<file path="src/rtl/issue_queue_ooo.sv">
// Out-of-order issue queue: one enqueue per cycle into any free slot, two-source wakeup, registered issue, redirect squash.
// Optional ISSUE_QUEUE_AGE_SELECT_EN: oldest-ready select via an age matrix; otherwise lowest-index ready select.
module issue_queue_ooo #(
  parameter int DEPTH     = 8,
  parameter int WB_PORTS  = 2,
  parameter int PREG_W    = 6,
  parameter int ROB_W     = 6,
  parameter int PAYLOAD_W = 160
) (
  input  logic                         clock,
  input  logic                         reset,
  input  logic                         enq_valid,
  output logic                         enq_ready,
  input  logic [PREG_W-1:0]            enq_prs1,
  input  logic [PREG_W-1:0]            enq_prs2,
  input  logic                         enq_src1_is_reg,
  input  logic                         enq_src2_is_reg,
  input  logic                         enq_src1_busy,
  input  logic                         enq_src2_busy,
  input  logic                         enq_robidx_flag,
  input  logic [ROB_W-1:0]             enq_robidx,
  input  logic [PAYLOAD_W-1:0]         enq_payload,
  output logic                         deq_valid,
  input  logic                         deq_ready,
  output logic [PREG_W-1:0]            deq_prs1,
  output logic [PREG_W-1:0]            deq_prs2,
  output logic                         deq_src1_is_reg,
  output logic                         deq_src2_is_reg,
  output logic                         deq_robidx_flag,
  output logic [ROB_W-1:0]             deq_robidx,
  output logic [PAYLOAD_W-1:0]         deq_payload,
  input  logic [WB_PORTS-1:0]          wb_valid,
  input  logic [WB_PORTS*PREG_W-1:0]   wb_prd,
  input  logic                         flush_valid,
  input  logic                         flush_robidx_flag,
  input  logic [ROB_W-1:0]             flush_robidx,
  output logic [$clog2(DEPTH+1)-1:0]   occupancy
);

  localparam int IDX_W = $clog2(DEPTH);
  localparam int OCC_W = $clog2(DEPTH+1);

  logic [DEPTH-1:0]     ent_valid, ent_busy1, ent_busy2, ent_is_reg1, ent_is_reg2, ent_flag;
  logic [PREG_W-1:0]    ent_prs1    [DEPTH];
  logic [PREG_W-1:0]    ent_prs2    [DEPTH];
  logic [ROB_W-1:0]     ent_robidx  [DEPTH];
  logic [PAYLOAD_W-1:0] ent_payload [DEPTH];

  logic [DEPTH-1:0] ready, kill, wake1, wake2;
  logic [IDX_W-1:0] alloc_idx, sel_idx;
  logic             sel_valid, enq_wake1, enq_wake2, do_enq, do_sel;

`ifdef ISSUE_QUEUE_AGE_SELECT_EN
  // older[i][j] set means entry j was enqueued before entry i
  logic [DEPTH-1:0] older [DEPTH];
`endif

  assign enq_ready = ~&ent_valid;
  assign ready     = ent_valid & ~ent_busy1 & ~ent_busy2;
  assign do_enq    = enq_valid & enq_ready & ~flush_valid;
  assign do_sel    = deq_ready & ~flush_valid & sel_valid;

  always_comb begin
    alloc_idx = '0;
    for (int i = DEPTH-1; i >= 0; i--)
      if (!ent_valid[i]) alloc_idx = IDX_W'(i);
  end

  always_comb begin
    enq_wake1 = 1'b0;
    enq_wake2 = 1'b0;
    wake1     = '0;
    wake2     = '0;
    for (int k = 0; k < WB_PORTS; k++) begin
      if (wb_valid[k] && wb_prd[k*PREG_W +: PREG_W] == enq_prs1) enq_wake1 = 1'b1;
      if (wb_valid[k] && wb_prd[k*PREG_W +: PREG_W] == enq_prs2) enq_wake2 = 1'b1;
      for (int i = 0; i < DEPTH; i++) begin
        if (wb_valid[k] && ent_is_reg1[i] && ent_prs1[i] == wb_prd[k*PREG_W +: PREG_W]) wake1[i] = 1'b1;
        if (wb_valid[k] && ent_is_reg2[i] && ent_prs2[i] == wb_prd[k*PREG_W +: PREG_W]) wake2[i] = 1'b1;
      end
    end
  end

  // Younger-than-flush test: flag mismatch inverts the plain index compare
  always_comb begin
    kill = '0;
    for (int i = 0; i < DEPTH; i++)
      kill[i] = flush_valid & ent_valid[i] &
                ((flush_robidx_flag ^ ent_flag[i]) ^ (flush_robidx < ent_robidx[i]));
  end

  always_comb begin
    sel_valid = 1'b0;
    sel_idx   = '0;
`ifdef ISSUE_QUEUE_AGE_SELECT_EN
    for (int i = 0; i < DEPTH; i++)
      if (ready[i] && !(|(ready & older[i]))) begin
        sel_valid = 1'b1;
        sel_idx   = IDX_W'(i);
      end
`else
    for (int i = DEPTH-1; i >= 0; i--)
      if (ready[i]) begin
        sel_valid = 1'b1;
        sel_idx   = IDX_W'(i);
      end
`endif
  end

  always_comb begin
    occupancy = '0;
    for (int i = 0; i < DEPTH; i++)
      occupancy = occupancy + OCC_W'(ent_valid[i]);
  end

  always_ff @(posedge clock) begin
    if (reset) begin
      ent_valid       <= '0;
      ent_busy1       <= '0;
      ent_busy2       <= '0;
      ent_is_reg1     <= '0;
      ent_is_reg2     <= '0;
      ent_flag        <= '0;
      for (int i = 0; i < DEPTH; i++) begin
        ent_prs1[i]    <= '0;
        ent_prs2[i]    <= '0;
        ent_robidx[i]  <= '0;
        ent_payload[i] <= '0;
`ifdef ISSUE_QUEUE_AGE_SELECT_EN
        older[i]       <= '0;
`endif
      end
      deq_valid       <= 1'b0;
      deq_prs1        <= '0;
      deq_prs2        <= '0;
      deq_src1_is_reg <= 1'b0;
      deq_src2_is_reg <= 1'b0;
      deq_robidx_flag <= 1'b0;
      deq_robidx      <= '0;
      deq_payload     <= '0;
    end else begin
      ent_busy1 <= ent_busy1 & ~wake1;
      ent_busy2 <= ent_busy2 & ~wake2;
      ent_valid <= ent_valid & ~kill;
      deq_valid <= do_sel;
      if (do_sel) begin
        ent_valid[sel_idx] <= 1'b0;
        deq_prs1           <= ent_prs1[sel_idx];
        deq_prs2           <= ent_prs2[sel_idx];
        deq_src1_is_reg    <= ent_is_reg1[sel_idx];
        deq_src2_is_reg    <= ent_is_reg2[sel_idx];
        deq_robidx_flag    <= ent_flag[sel_idx];
        deq_robidx         <= ent_robidx[sel_idx];
        deq_payload        <= ent_payload[sel_idx];
      end
      // Allocated slot is always invalid, so it never collides with select or kill
      if (do_enq) begin
        ent_valid[alloc_idx]   <= 1'b1;
        ent_busy1[alloc_idx]   <= enq_src1_busy & enq_src1_is_reg & ~enq_wake1;
        ent_busy2[alloc_idx]   <= enq_src2_busy & enq_src2_is_reg & ~enq_wake2;
        ent_is_reg1[alloc_idx] <= enq_src1_is_reg;
        ent_is_reg2[alloc_idx] <= enq_src2_is_reg;
        ent_flag[alloc_idx]    <= enq_robidx_flag;
        ent_prs1[alloc_idx]    <= enq_prs1;
        ent_prs2[alloc_idx]    <= enq_prs2;
        ent_robidx[alloc_idx]  <= enq_robidx;
        ent_payload[alloc_idx] <= enq_payload;
`ifdef ISSUE_QUEUE_AGE_SELECT_EN
        older[alloc_idx] <= ent_valid;
        for (int j = 0; j < DEPTH; j++)
          if (j != int'(alloc_idx)) older[j][alloc_idx] <= 1'b0;
`endif
      end
    end
  end

endmodule

</file>
<file path="config.mk">
export PLATFORM = sky130hd
export DESIGN_NAME = issue_queue_ooo
export DESIGN_NICKNAME = d
export VERILOG_FILES = /design/src/rtl/issue_queue_ooo.sv
export SDC_FILE = /design/constraint.sdc
export NUM_CORES = 2
export LEC_CHECK = 0
export CORE_ASPECT_RATIO = 0.5
export CORE_MARGIN = 1.5
export CORE_UTILIZATION = 45
export CTS_BUF_LIST = sky130_fd_sc_hd__clkbuf_8
export DETAILED_ROUTE_END_ITERATION = 10
export DONT_BUFFER_PORTS = 1
export PLACE_DENSITY = 0.59
export SLEW_MARGIN = 30
export SYNTH_ARGS = -nofsm -noshare
export SYNTH_HDL_FRONTEND = slang
export SYNTH_SLANG_ARGS = --single-unit
</file>
<file path="constraint.sdc">
create_clock -name clock -period 6.25 [get_ports clock]
set_input_delay 1.25 -clock clock [delete_from_list [all_inputs] [get_ports clock]]
set_output_delay 1.25 -clock clock [all_outputs]
set_load 0.005 [all_outputs]
</file>
==> flow_summary_export.csv <==
group,metric,value,unit
synth,async_flop_share,0,%
synth,post-synth-top-area-cell,"edfxtp_1",
critical_path,startpoint,"ent_valid[3]",
synth,synth_cell_type_count,67,
clock_network,cts_hold_repair.buffers,0,
timing,finalMaxSlewViolations,0,
critical_path,worstSetupStartpointType,"register",
pwr,power_density,269,nW/um^2
clock_network,clock-root-buffer,"clkbuf_8",
pwr,irDropWorstVdd,160,uV
floorplan,initial_core_utilization,45.6,%
drt,routedWlPerCell,31.9,um
layout,commonest_cells_after_routing_fill_and_taps_aside,"edfxtp_1, and3_1, and2_1",
critical_path,ff2ff_setup_slack,1.87,ns
critical_path,register_to_register_path_depth,7,
global_route,global_route.overflow_total,0,
drt,routed_wl,260,mm
critical_path,timing.critical_path.to,"occupancy[2]",
layout,ff_latch_area,47400,sq um
clock_network,clock-sinks,1654,
layout,largest_register,"ent_payload",
synth,syn_inst,6006,
layout,post_route_cells_drive_above_1_share,7.58,%
worst_hold_path,min_delay_path_depth,1,
critical_path,rr_startpoint,"ent_valid[1]",
synth,synth.ff_latch_count,1654,
worst_hold_path,min_from,"reset",
drt,detailedRoute.firstPassIterationCount,9,
clock_network,insertion_delay,1.00,ns
synth,synth.avg_cell_area,12.5,sq um
global_route,grt_max_usage_layer,"met2",
worst_hold_path,hold_path.class,"in2reg",
floorplan,boundaryPins,396,
clock_network,path_clk_slew,0.07,ns
synth,area_of_the_mapped_netlist,75300,sq um
synth,synth_edf_count,1424,
critical_path,end_kind,"output pin",
synth,synth_ff_type,"edfxtp_1",
global_route,grt_antenna_before_repair,7,
floorplan,die_area,170000,sq um
layout,largest_reg_flops,1280,
synth,synthTopCellsByArea,"edfxtp_1, and3_1, dfxtp_1, and2_1, a32o_1",
timing,fin_setup_tns,0,ns
floorplan,floorplan.die.width,581,um
timing,period_needed,5.23,ns
clock_network,buffers_inserted_by_post_cts_timing_repair,0,
timing,worst_pin_slew,1.10,ns
layout,layout.cells.most_common,"edfxtp_1",
floorplan,floorplan.die.height,292,um
drt,initialDrtViolationCount,7128,
clock_network,post_cts_resize_count,0,
timing,rsz0062_at_grt,"no",
clock_network,cts_buffers,242,
job,drv.max_cap_violation_count,0,
critical_path,timing.critical_path.fanout_max,8,
synth,synth_warnings,0,
drt,postRouteAntennaNets,0,
pwr,p_leak,0.0317,uW
critical_path,critPathRequiredTime,5.00,ns
global_route,use_met2,48.6,%
global_route,first_global_vias,53300,
placement,hpwl,129,mm
placement,io_buffer_count,0,
global_route,grt_use_total,29.8,%
critical_path,critPathArrivalTime,3.98,ns
timing,max-slew-margin-rel,26.5,%
drt,drt-vias-per-instance,6.56,
timing,maximum_clock_skew_at_final_layout,0.0538,ns
layout,layout.cells.non_filler,8132,
critical_path,crit-reg2reg-capture,"ent_payload[1][29]",
placement,finalWeightedCongestion,0.918,
layout,reg_top3,"ent_payload: 1280 flops, deq_payload: 160 flops",
timing,setup_violations,0,
clock_network,cts.htree.levels,4,
placement,place.detailed.instances,7679,
timing,highest_achievable_clock_rate,0.191,GHz
global_route,gr-usage-met1,40.3,%
drt,drc_errors,0,
layout,multi_input_area,25300,sq um
clock_network,clock_tree_from_tritoncts,"done",
status,run_status,"complete, no violations",
synth,sequential_element_share_of_the_synthesized_area,62.9,%
layout,fin_nets,5988,
layout,area.growth.synth_to_final,8.40,%
drt,routed-via-count,53300,
global_route,grt_max_degree,227,
synth,syn-num-nets,6263,
floorplan,num_rows,105,
timing,min_period_over_period,83.7,%
floorplan,coreArea,165000,sq um
synth,post-synth-top-area-fraction,56.8,%
clock_network,max-clock-path-buffers,4,
critical_path,timing.setup.critical_path_class,"reg2out",
timing,hold_viol,0,
layout,fillCellCount,14300,
global_route,grt_pass1_wl,373,mm
global_route,use_met3,6.35,%
-- area by class of cell --
class                      count  share of cell area (%)
sequential                  1654                    58.0
multi-input combinational   3661                    31.0
clock buffer                 264                    4.45
tap                         2193                    3.36
timing repair buffer         106                    1.76
clock inverter               183                    1.00
inverter                      66                   0.345
antenna                        5                  0.0153
-- power breakdown --
group / switching (uW) / internal (uW)
Clock: 4340 / 3960
Sequential: 159 / 12400
Combinational: 817 / 337
-- Yosys cell counts, types with 5 or more instances --
cell,count
nand2_1,210
or2_2,8
a32o_1,188
and2_1,716
a21oi_1,203
o21ai_0,17
a22o_1,25
o2bb2ai_1,175
a31oi_1,7
a222oi_1,180
nor2_1,13
clkbuf_1,482
inv_1,66
a21o_1,5
buf_1,42
nand3_1,229
o211ai_1,181
ha_1,44
buf_2,92
and3_1,887
o22ai_1,6
nand2b_1,10
buf_6,5
nor3_1,35
nand4_1,29
xor2_1,84
xnor2_1,142
a211o_1,5
dfxtp_1,230
edfxtp_1,1424
nor4_1,12
a41oi_1,8
a22oi_1,180
-- cells by family (layout without fill, tap and decap cells) --
group / after synthesis / in the layout / share of synthesized area [%]
buffers and inverters: 691 / 619 / 3.67
flip-flops: 1654 / 1654 / 62.9
multiplexers: 4 / 4 / 0.0532
other: 0 / 5 / 0
adder cells (fa/ha/maj): 48 / 48 / 0.838
AND/OR/NAND/NOR: 2167 / 2167 / 16.9
AO/OA/AOI/OAI: 1216 / 1216 / 13.0
XOR/XNOR: 226 / 226 / 2.63
-- worst min path at each step --
stage	end	slack, ns
after floorplan	deq_payload[92]	0.45
after detailed placement	deq_payload[93]	0.49
after global placement	ent_busy2[6]	0.47
after global routing	ent_valid[7]	0.34
after CTS	ent_valid[7]	0.30
final	ent_valid[7]	0.38
-- per-layer routing --
| layer | up-vias | share of wire (%) |
|---|---|---|
| li1 | 22600 | - |
| met1 | 27300 | 41 |
| met2 | 3032 | 47 |
| met3 | 435 | 10 |
| met4 | 0 | 2.5 |
| met5 | - | 0 |
-- stage by stage --
step	util (%)	setup slack (ns)	instance area [sq um]	power (uW)	hold slack (ns)
after detailed placement	46.7	1.94	77100	13900	0.485
final	49.5	1.02	81600	22000	0.383
after CTS	49.4	0.950	81500	22000	0.301
after global routing	49.4	0.883	81600	22600	0.342
after floorplan	-	0.309	75300	13500	0.449
after global placement	46.7	1.87	77000	13900	0.474
-- worst max-delay path, stage by stage, from the launching register on --
cell and delay (ns):
dfxtp_1 0.59, fa_1 0.49, inv_1 0.07, fa_1 0.42, fa_1 0.44, inv_1 0.08
ha_1 0.18, inv_1 0.07, fa_1 0.43, xnor2_1 0.23
No activity file was read; power rests on OpenSTA's default activity.
